### config.mk
export PLATFORM = sky130hd
export DESIGN_NAME = channel_deinterleaver
export DESIGN_NICKNAME = d
export VERILOG_FILES = /design/src/rtl/channel_deinterleaver.sv
export SDC_FILE = /design/constraint.sdc
export NUM_CORES = 1
export LEC_CHECK = 0
export ABC_CLOCK_PERIOD_IN_PS = 3030
export CORE_UTILIZATION = 54
export DETAILED_ROUTE_END_ITERATION = 6
export HOLD_SLACK_MARGIN = 0.08
export PLACE_DENSITY = 0.78
export SYNTH_ARGS = -nofsm -noshare
export SYNTH_HDL_FRONTEND = slang
export SYNTH_SLANG_ARGS = --single-unit
### constraint.sdc
create_clock -name clk -period 3.03 [get_ports clk]
set_clock_uncertainty 0.15 [all_clocks]
set_input_delay 0.606 -clock clk [delete_from_list [all_inputs] [get_ports clk]]
set_output_delay 0.606 -clock clk [all_outputs]
set_load 0.005 [all_outputs]
### src/rtl/channel_deinterleaver.sv
// Block deinterleaver: collects a frame of column-major serial bits into a row-major
// matrix and presents the non-filler payload as one parallel word with a filler-error flag.
module channel_deinterleaver #(
  parameter int N_SYM   = 7,
  parameter int N_SC    = 1,
  parameter int N_RU    = 1,
  parameter int QM      = 2,
  parameter int N_SLOTS = 2,
  parameter int K_OUT   = 16
) (
  input  logic             clk,
  input  logic             reset,
  input  logic             in_valid,
  input  logic             in_bit,
  input  logic             in_sof,
  output logic             in_ready,
  output logic [K_OUT-1:0] data_out,
  output logic             out_valid,
  input  logic             out_ready,
  output logic             filler_err
);

  localparam int N_COL = (N_SYM - 1) * N_SLOTS;
  localparam int N_ROW = N_SC * N_RU * QM;
  localparam int TOTAL = N_ROW * N_COL;
  localparam int RW    = (N_ROW > 1) ? $clog2(N_ROW) : 1;
  localparam int CW    = (N_COL > 1) ? $clog2(N_COL) : 1;
  localparam int PW    = (TOTAL > 1) ? $clog2(TOTAL) : 1;

  typedef enum logic {LOAD, HOLD} state_t;

  state_t           state_reg;
  logic [RW-1:0]    row_reg;
  logic [CW-1:0]    col_reg;
  logic [K_OUT-1:0] frame_reg;
  logic             err_acc_reg;

  logic             accept;
  logic [RW-1:0]    row_eff;
  logic [CW-1:0]    col_eff;
  logic [PW-1:0]    pos;
  logic             last_beat;
  logic             beat_filler;
  logic             err_next;
  logic [K_OUT-1:0] frame_next;
  logic [K_OUT-1:0] payload;

  // An accepted start-of-frame beat is always beat 0, regardless of the counters.
  assign accept      = in_valid && (state_reg == LOAD);
  assign row_eff     = in_sof ? '0 : row_reg;
  assign col_eff     = in_sof ? '0 : col_reg;
  assign pos         = PW'(row_eff) * PW'(N_COL) + PW'(col_eff);
  assign last_beat   = (row_eff == RW'(N_ROW - 1)) && (col_eff == CW'(N_COL - 1));
  assign beat_filler = ({1'b0, pos} >= (PW+1)'(K_OUT));
  assign err_next    = (in_sof ? 1'b0 : err_acc_reg) | (beat_filler & in_bit);

  // frame_next is indexed by row-major position; payload flips it so position 0 is the MSB.
  generate
    for (genvar gi = 0; gi < K_OUT; gi++) begin : g_pos
      assign frame_next[gi]          = (accept && (pos == PW'(gi))) ? in_bit : frame_reg[gi];
      assign payload[K_OUT - 1 - gi] = frame_next[gi];
    end
  endgenerate

  always_ff @(posedge clk) begin
    if (reset) begin
      state_reg   <= LOAD;
      row_reg     <= '0;
      col_reg     <= '0;
      frame_reg   <= '0;
      err_acc_reg <= 1'b0;
      in_ready    <= 1'b1;
      out_valid   <= 1'b0;
      data_out    <= '0;
      filler_err  <= 1'b0;
    end else if (state_reg == LOAD) begin
      if (accept) begin
        frame_reg <= frame_next;
        if (last_beat) begin
          state_reg   <= HOLD;
          row_reg     <= '0;
          col_reg     <= '0;
          err_acc_reg <= 1'b0;
          in_ready    <= 1'b0;
          out_valid   <= 1'b1;
          data_out    <= payload;
          filler_err  <= err_next;
        end else begin
          err_acc_reg <= err_next;
          // Column-major walk: rows advance fastest, the column steps when a column fills.
          if (row_eff == RW'(N_ROW - 1)) begin
            row_reg <= '0;
            col_reg <= col_eff + CW'(1);
          end else begin
            row_reg <= row_eff + RW'(1);
            col_reg <= col_eff;
          end
        end
      end
    end else begin
      if (out_ready) begin
        state_reg   <= LOAD;
        row_reg     <= '0;
        col_reg     <= '0;
        err_acc_reg <= 1'b0;
        in_ready    <= 1'b1;
        out_valid   <= 1'b0;
        filler_err  <= 1'b0;
      end
    end
  end

endmodule

==> results_dict.tcl, run 1 <==
set metrics [dict create \
    num_io_pins 25 \
    final_layout_size_suffix_gt1_frac 0.0813 \
    worstHoldStart "data_out[14]" \
    rrSetupSlack_ns 0.68 \
    die-width_um 61.8 \
    root_buffer "clkbuf_4" \
    placementRows 21 \
    drtIter0Drc 75 \
    dieArea_um2 3810 \
    chipHeight_um 61.8 \
    routabilityCongestion 0.916 \
    synth.cell_area_um2 1930 \
    post_cts_buffers 0 \
    p_per_area_nw_per_um2 428 \
    overflow 0 \
    arrival_ns 2.74 \
    startpoint "in_sof" \
    crit_required_ns 3.18 \
    cts_tree "yes" \
    ctsHoldBuffers 0 \
    cp-end-kind "register" \
    reg2regPathDepth 7 \
    coreArea_um2 3390 \
    path_max_fanout 9 \
    final_cell_mix "dfxtp_1 (42), nand2_1 (37), a21oi_1 (29)" \
    clockBufferDepth 2 \
    rsz0062_at_grt "no" \
    antenna_found_initial 0 \
    port_buffers 24 \
    cts-buffers-inserted 5 \
    htree_levels 2 \
    final_util 0.673 \
    worst_pin_slew_ns 0.469 \
    min_period_ns 2.59 \
    start_util 0.569 \
    grt_pass1_wl_um 6220 \
    rr_endpoint "frame_reg[2]" \
    async_flop_share 0 \
    cp_slowest_stage_delay_ns 0.62 \
    cp_slowest_cell "clkdlybuf4s50_1" \
    multiInputGateArea_um2 982 \
    critPathKind "in -> reg" \
    avgSynthCellArea_um2 8.69 \
    clock_sinks 42 \
    clkLatencyLatePin_ns 0.37 \
    hold_depth 2 \
    ys_types 40 \
    synth-edff-count 0 \
    syn_nets 233 \
    final_common_cell "dfxtp_1" \
    max_freq_ghz 0.386 \
    finalSetupViolCount 0 \
    hold_viol_final 0 \
    n_antenna_cell 0 \
    routed_wl_um 3790 \
    synth_top_area_cell "dfxtp_1" \
    p_leak_nw 0.831 \
    wire_per_inst_um 13.0 \
    syn2layout_area_growth_pct 18.3 \
    grt_pass1_vias 1348 \
    seq_area_um2 841 \
    ys_seq_area_frac 0.436 \
    min_period_over_period 0.855 \
    detail-route-antenna-nets 0 \
    min_path_type "reg -> reg" \
    crit_chain "clkdlybuf4s50_1 > and3b_1 > ha_1 > nor3b_2 > nand2_2 > or4_1 > a21oi_1" \
    worst_hold_slack_ns 0.309 \
    finalPower_uw 975 \
    stdcell_count 292 \
    slew_headroom 0.687 \
    firstDrtPassIters 4 \
    peakVddDrop_v 0.000294 \
    synth.area.top_cells "dfxtp_1 (44%), a21oi_1 (7.5%), nand2_1 (7.2%), mux2i_1 (5.7%), nand2b_1 (4.5%)" \
    finalSetupTns_ns 0 \
    finalMaxSlewViolations 0 \
    status "complete, no violations" \
    maxCapViolCount 0 \
    ys_ff_latch 42 \
    synth_top_area_share 0.436 \
    via_per_inst 5.49 \
    grtUsageTotal 0.227 \
    synthCells 222 \
    drc_errors 0 \
    synth_flop_cell "dfxtp_1" \
    clkSlewWorstSetupHoldPaths_ns 0.11 \
    num-nets-final 256 \
    place_inst 284 \
    yosys_warnings 0 \
    min_to "data_out[14]" \
    cts-resized-gates 0 \
    vias 1603 \
    hpwl_um 2590 \
    cp-start-kind "input port" \
    n_fill_cell 281 \
    grt_max_degree 26 \
    reg2reg_from "row_reg" \
]
-- routing by layer --
layer | share of wire | GRT usage
met5 | 0 | 0
met1 | 0.49 | 0.313
met2 | 0.44 | 0.330
met4 | 0.015 | 0.0794
met3 | 0.053 | 0.0787
-- through the flow --
| step | area [um^2] | setup WS (ns) |
|---|---|---|
| 2_1_floorplan | 1930 | 0.356 |
| 3_3_place_gp | 2200 | 0.169 |
| 3_5_place_dp | 2200 | 0.0780 |
| 4_1_cts | 2280 | 0.462 |
| 5_1_grt | 2280 | 0.346 |
| 6_report | 2280 | 0.440 |
-- report_power, final --
group	internal, mW	total (mW)	switching [mW]	leakage [nW]
sequential	0.555	0.561	0.00567	0.339
clock	0.171	0.352	0.181	0.0450
combinational	0.0235	0.0618	0.0383	0.448
-- Yosys cell counts, drive strengths merged (5+ instances only) --
cell     n
a21oi   29
nand4   13
nor3     5
nand2b  14
clkbuf   9
mux2i   11
nand2   38
nor2     5
dfxtp   42
ha       5
nand3    5
buf      6
inv      8
-- final cells by class --
cell class              instances  share of cell area
inverters                       8              0.0132
clock buffers                   5              0.0165
well taps                      46              0.0252
clock inverters                 3              0.0176
flip-flops and latches         42               0.369
multi-input cells             157               0.431
repair buffers                 31               0.128
-- worst max-delay path, delay by kind of cell --
family | cells | cell delay (ns)
buf+inv | 1 | 0.62
simple gates | 4 | 1.17
compound gates | 1 | 0.13
fa+ha+maj | 1 | 0.22
-- cells by family (layout without fill, tap and decap cells) --
kind of cell    after synthesis  in the layout  synth area share
xor+xnor                      2              2           0.00909
fa+ha+maj                     5              5            0.0324
simple gates                 94             94             0.267
buf+inv                      23             47            0.0545
compound gates               45             45             0.143
mux                          11             11            0.0571
flops                        42             42             0.436
-- worst max path at each step --
stage                          to  depth (start not counted)
finish               frame_reg[2]                          7
CTS                  frame_reg[2]                          7
floorplan                in_ready                          8
detailed placement   frame_reg[2]                          7
global placement    frame_reg[13]                          7
global route         frame_reg[2]                          7
Power figures use the tool's default switching activity.
==> run 2, diff against run 1 <==
--- a/config.mk
+++ b/config.mk
@@ -5,11 +5,12 @@
 export SDC_FILE = /design/constraint.sdc
 export NUM_CORES = 1
 export LEC_CHECK = 0
-export ABC_CLOCK_PERIOD_IN_PS = 3030
-export CORE_UTILIZATION = 54
+export ABC_CLOCK_PERIOD_IN_PS = 2100
+export CORE_UTILIZATION = 49
 export DETAILED_ROUTE_END_ITERATION = 6
 export HOLD_SLACK_MARGIN = 0.08
-export PLACE_DENSITY = 0.78
+export MAX_ROUTING_LAYER = met4
+export PLACE_DENSITY = 0.75
 export SYNTH_ARGS = -nofsm -noshare
 export SYNTH_HDL_FRONTEND = slang
 export SYNTH_SLANG_ARGS = --single-unit
==> constraint.sdc (replaced) <==
create_clock -name clk -period 2.1 [get_ports clk]
set_clock_uncertainty 0.15 [all_clocks]
set_input_delay 0.42 -clock clk [delete_from_list [all_inputs] [get_ports clk]]
set_output_delay 0.42 -clock clk [all_outputs]
set_load 0.005 [all_outputs]
==> run 2 against run 1 <==
Net effect: global-route usage is 0.54 points higher; cell area is 15% higher; die area is 9.9% higher; non-clock buffer count is 26 higher; worst hold slack worse by 0.0061 ns.
==> results_dict.tcl, run 2 (synthesis gave the netlist of run 1 again) <==
set metrics [dict create \
    status "complete, no violations" \
    hpwl_um 3070 \
    rrSetupSlack_ns 0.13 \
    die-width_um 64.7 \
    num_io_pins 25 \
    final_cell_mix "dfxtp_1 (41), nand2_1 (37), a21oi_1 (29), buf_4 (29), clkdlybuf4s50_1 (23)" \
    grt_pass1_wl_um 7380 \
    peakVddDrop_v 0.000369 \
    port_buffers 24 \
    wire_per_inst_um 13.5 \
    coreArea_um2 3720 \
    stdcell_count 320 \
    firstDrtPassIters 4 \
    dieArea_um2 4190 \
    grtUsageTotal 0.232 \
    min_path_type "reg -> reg" \
    detail-route-antenna-nets 0 \
    clockBufferDepth 2 \
    antenna_found_initial 0 \
    slew_headroom 0.701 \
    overflow 0 \
    cts_tree "yes" \
    final_area_um2 2610 \
    via_per_inst 5.37 \
    final_layout_size_suffix_gt1_frac 0.195 \
    htree_levels 2 \
    n_fill_cell 303 \
    place_inst 311 \
    finalPower_mw 1.57 \
    grt_max_degree 43 \
    worst_pin_slew_ns 0.445 \
    path_max_fanout 16 \
    drtIter0Drc 142 \
    min_period_over_period 0.948 \
    min_period_ns 1.99 \
    chipHeight_um 64.7 \
    start_util 0.519 \
    critPathKind "in -> reg" \
    max_freq_ghz 0.503 \
    maxCapViolCount 0 \
    crit_required_ns 2.14 \
    cts-buffers-inserted 5 \
    clkSlewWorstSetupHoldPaths_ns 0.08 \
    grt_pass1_vias 1638 \
    place_area_um2 2470 \
    clock_sinks 42 \
    routabilityCongestion 0.866 \
    drc_errors 0 \
    root_buffer "clkbuf_8" \
    vias 1717 \
    hold_viol_final 0 \
    ctsHoldBuffers 0 \
    routed_wl_um 4320 \
    syn2layout_area_growth_pct 35.5 \
    final_util 0.703 \
    rsz0062_at_grt "no" \
    finalMaxSlewViolations 0 \
    cp-end-kind "register" \
    finalSetupViolCount 0 \
    num-nets-final 282 \
    cp-start-kind "input port" \
    n_antenna_cell 0 \
    p_per_area_nw_per_um2 602 \
    p_leak_nw 0.994 \
    finalSetupTns_ns 0 \
    arrival_ns 2.03 \
    final_common_cell "dfxtp_1" \
    placementRows 22 \
    clkLatencyLatePin_ns 0.29 \
]
## run 2: changes by cell type in the layout (fill, tap and decap cells not counted), sizes merged
| cell | change |
|---|---|
| clkinv | -1 |
| buf | +26 |
| dlygate4sd2 | +1 |
| clkdlybuf4s50 | -1 |
| inv | +1 |
## run 2: power breakdown
part | internal [mW] | switching (mW)
Sequential | 0.800 | 0.00483
Clock | 0.356 | 0.282
Combinational | 0.0591 | 0.0706
Total | 1.22 | 0.358
## run 2: routing by layer
| layer | share of wire | global-route usage |
|---|---|---|
| met3 | 0.042 | 0.0458 |
| met4 | 0.013 | 0.0889 |
| met5 | 0 | - |
| met2 | 0.44 | 0.355 |
| met1 | 0.50 | 0.301 |
## run 2: path summary, 6_finish.rpt
| kind | from | end | cells after the start |
|---|---|---|---|
| worst max-delay path | in_sof | data_out[11] | 9 |
| worst min-delay path | frame_reg[3] | data_out[12] | 2 |
| worst max register to register | col_reg[2] | frame_reg[5] | 6 |
| worst min register to register | frame_reg[3] | data_out[12] | 2 |
## run 2: timing repair
| action | 4_1_cts | 5_1_grt |
|---|---|---|
| setup buffers | 1 | 0 |
| gates cloned | 0 | 0 |
| resized for setup | 5 | 2 |
| endpoints found under the setup margin | 36 | 4 |
| pin swaps | 2 | 2 |
| hold endpoints to repair | 0 | 0 |
## run 2: cell type report
| cell class | instances | area (um^2) | area share |
|---|---|---|---|
| multi-input combinational | 157 | 1040 | 0.397 |
| sequential | 42 | 845 | 0.323 |
| timing repair buffer | 57 | 528 | 0.202 |
| clock buffer | 5 | 68.8 | 0.0263 |
| tap | 48 | 60.1 | 0.0230 |
| clock inverter | 3 | 43.8 | 0.0168 |
| inverter | 8 | 30.0 | 0.0115 |
## run 2: metrics by stage
step	worst slack, ns	hold WS (ns)
after detailed placement	-0.430	0.295
after global placement	-0.457	0.289
after CTS	0.0834	0.307
after global routing	0.00520	0.327
after floorplan	-0.130	0.282
final	0.110	0.303
## run 2: critical path: stages
cell and delay (ns):
dlygate4sd2_1 0.26, buf_6 0.17, nor2b_4 0.17, ha_4 0.17
nand4b_4 0.11, or3_4 0.41, buf_4 0.18, nand2_1 0.07
a21oi_1 0.06
==> run 3, diff against run 2 <==
--- a/config.mk
+++ b/config.mk
@@ -11,6 +11,7 @@
 export HOLD_SLACK_MARGIN = 0.08
 export MAX_ROUTING_LAYER = met4
 export PLACE_DENSITY = 0.75
+export RECOVER_POWER = 50
 export SYNTH_ARGS = -nofsm -noshare
 export SYNTH_HDL_FRONTEND = slang
 export SYNTH_SLANG_ARGS = --single-unit
==> run 3 against run 2 <==
Net effect: register-to-register slack about the same; via count down 1.6%; first-iteration DRC count down 9.2%; combinational power about the same; routed wire length down 0.58%; die area unchanged; global-route usage unchanged; highest routed layer unchanged.
==> results_dict.tcl, run 3 (synthesis gave the netlist of run 1 again) <==
set metrics [dict create \
    hpwl_um 3070 \
    crit_required_ns 2.14 \
    final_layout_size_suffix_gt1_frac 0.188 \
    htree_levels 2 \
    cts_tree "yes" \
    path_max_fanout 16 \
    vias 1689 \
    slew_headroom 0.704 \
    worstHoldStart "data_out[4]" \
    placementRows 22 \
    rr_endpoint "frame_reg[15]" \
    n_antenna_cell 0 \
    final_common_cell "dfxtp_1" \
    reg2regPathDepth 7 \
    min_period_over_period 0.946 \
    num-nets-final 282 \
    rsz0062_at_grt "no" \
    root_buffer "clkbuf_8" \
    n_fill_cell 303 \
    via_per_inst 5.28 \
    overflow 0 \
    coreArea_um2 3720 \
    min_path_type "reg -> reg" \
    max_freq_ghz 0.503 \
    arrival_ns 2.03 \
    peakVddDrop_v 0.000369 \
    maxCapViolCount 0 \
    drc_errors 0 \
    chipHeight_um 64.7 \
    hold_viol_final 0 \
    worst_pin_slew_ns 0.441 \
    hold_depth 2 \
    drtIter0Drc 129 \
    grt_max_degree 43 \
    cts-buffers-inserted 5 \
    routed_wl_um 4290 \
    final_cell_mix "dfxtp_1 (41), nand2_1 (37), a21oi_1 (29)" \
    crit_chain "dlygate4sd2_1 > buf_6 > nor2b_4 > ha_4 > nand4b_4 > or3_4 > buf_4 > nand2_1 > a21oi_1" \
    wire_per_inst_um 13.4 \
    place_area_um2 2470 \
    status "complete, no violations" \
    syn2layout_area_growth_pct 35.0 \
    cp-end-kind "register" \
    met1_usage 0.301 \
    cp_slowest_stage_delay_ns 0.41 \
    die-width_um 64.7 \
    final_area_um2 2600 \
    routabilityCongestion 0.866 \
    clkSlewWorstSetupHoldPaths_ns 0.08 \
    grtUsageTotal 0.232 \
    reg2reg_from "col_reg[2]" \
    port_buffers 24 \
    finalSetupViolCount 0 \
    critPathKind "in -> reg" \
    num_io_pins 25 \
    clock_sinks 42 \
    met2_usage 0.355 \
    cp_slowest_cell "or3_4" \
    rrSetupSlack_ns 0.12 \
    stdcell_count 320 \
    grt_pass1_vias 1638 \
    cp-start-kind "input port" \
    min_period_ns 1.99 \
    grt_pass1_wl_um 7380 \
    place_inst 311 \
    p_leak_nw 1.05 \
    final_util 0.700 \
    antenna_found_initial 0 \
    p_per_area_nw_per_um2 604 \
    grt_use_met3 0.0458 \
    gr-max-usage-layer "met2" \
    firstDrtPassIters 4 \
    detail-route-antenna-nets 0 \
    start_util 0.519 \
    clockBufferDepth 2 \
    finalMaxSlewViolations 0 \
    clkLatencyLatePin_ns 0.29 \
    min_to "data_out[4]" \
    finalSetupTns_ns 0 \
    dieArea_um2 4190 \
]
==> run 3: cell types whose count changed in the layout (fill, tap and decap cells not counted), sizes merged <==
cell / previous run / this run
buf: 33 / 30
clkdlybuf4s50: 23 / 3
clkbuf: 5 / 8
dlygate4sd3: 0 / 20
==> run 3: critical path: cells and delay by family <==
family                     cells  cell delay (ns)
AOI/OAI and AO/OA              1             0.06
adders and majority gates      1             0.17
buffers and inverters          3             0.62
and+or+nand+nor                4             0.76
==> run 3: layout make-up <==
class / instances / area (um^2) / share of cell area
well taps: 48 / 60.1 / 0.0231
clock inverters: 3 / 43.8 / 0.0168
inverters: 8 / 30.0 / 0.0115
multi-input cells: 157 / 1040 / 0.399
repair buffers: 57 / 518 / 0.199
flip-flops and latches: 42 / 845 / 0.325
clock buffers: 5 / 68.8 / 0.0264
==> run 3: worst max-delay path by stage <==
| stage | start | to | slack (ns) | depth (start not counted) |
|---|---|---|---|---|
| 4_1_cts | col_reg[2] | frame_reg[4] | 0.08 | 6 |
| 3_5_place_dp | in_sof | data_out[2] | -0.43 | 9 |
| 2_1_floorplan | in_sof | in_ready | -0.13 | 8 |
| 6_report | in_sof | data_out[3] | 0.11 | 9 |
| 5_1_grt | row_reg | frame_reg[2] | 0.003 | 7 |
| 3_3_place_gp | in_sof | frame_reg[3] | -0.46 | 8 |
==> run 3: layer usage <==
layer,up-vias,routed length [um]
met3,5,199
met5,-,0
met2,41,1910
met4,0,58
li1,884,-
met1,759,2130
==> run 3: timing repair <==
| item | CTS | global route |
|---|---|---|
| setup endpoints to repair | 36 | 4 |
| pin swaps | 2 | 2 |
| buffers inserted | 1 | 0 |
| gates cloned | 0 | 0 |
| gates resized for setup | 5 | 2 |
| hold buffers | 0 | 0 |
==> run 3: stage by stage <==
step                hold WS, ns  setup WS (ns)  power, mW
floorplan                 0.282         -0.130      0.902
global placement          0.289         -0.457      0.945
detailed placement        0.295         -0.430      0.947
CTS                       0.307         0.0834       1.58
global route              0.327        0.00348       1.63
finish                    0.301          0.113       1.57
==> run 3: where the power goes <==
group	internal (mW)	switching, mW	leakage (nW)
clock	0.356	0.283	0.0585
combinational	0.0563	0.0704	0.649
sequential	0.800	0.00490	0.339
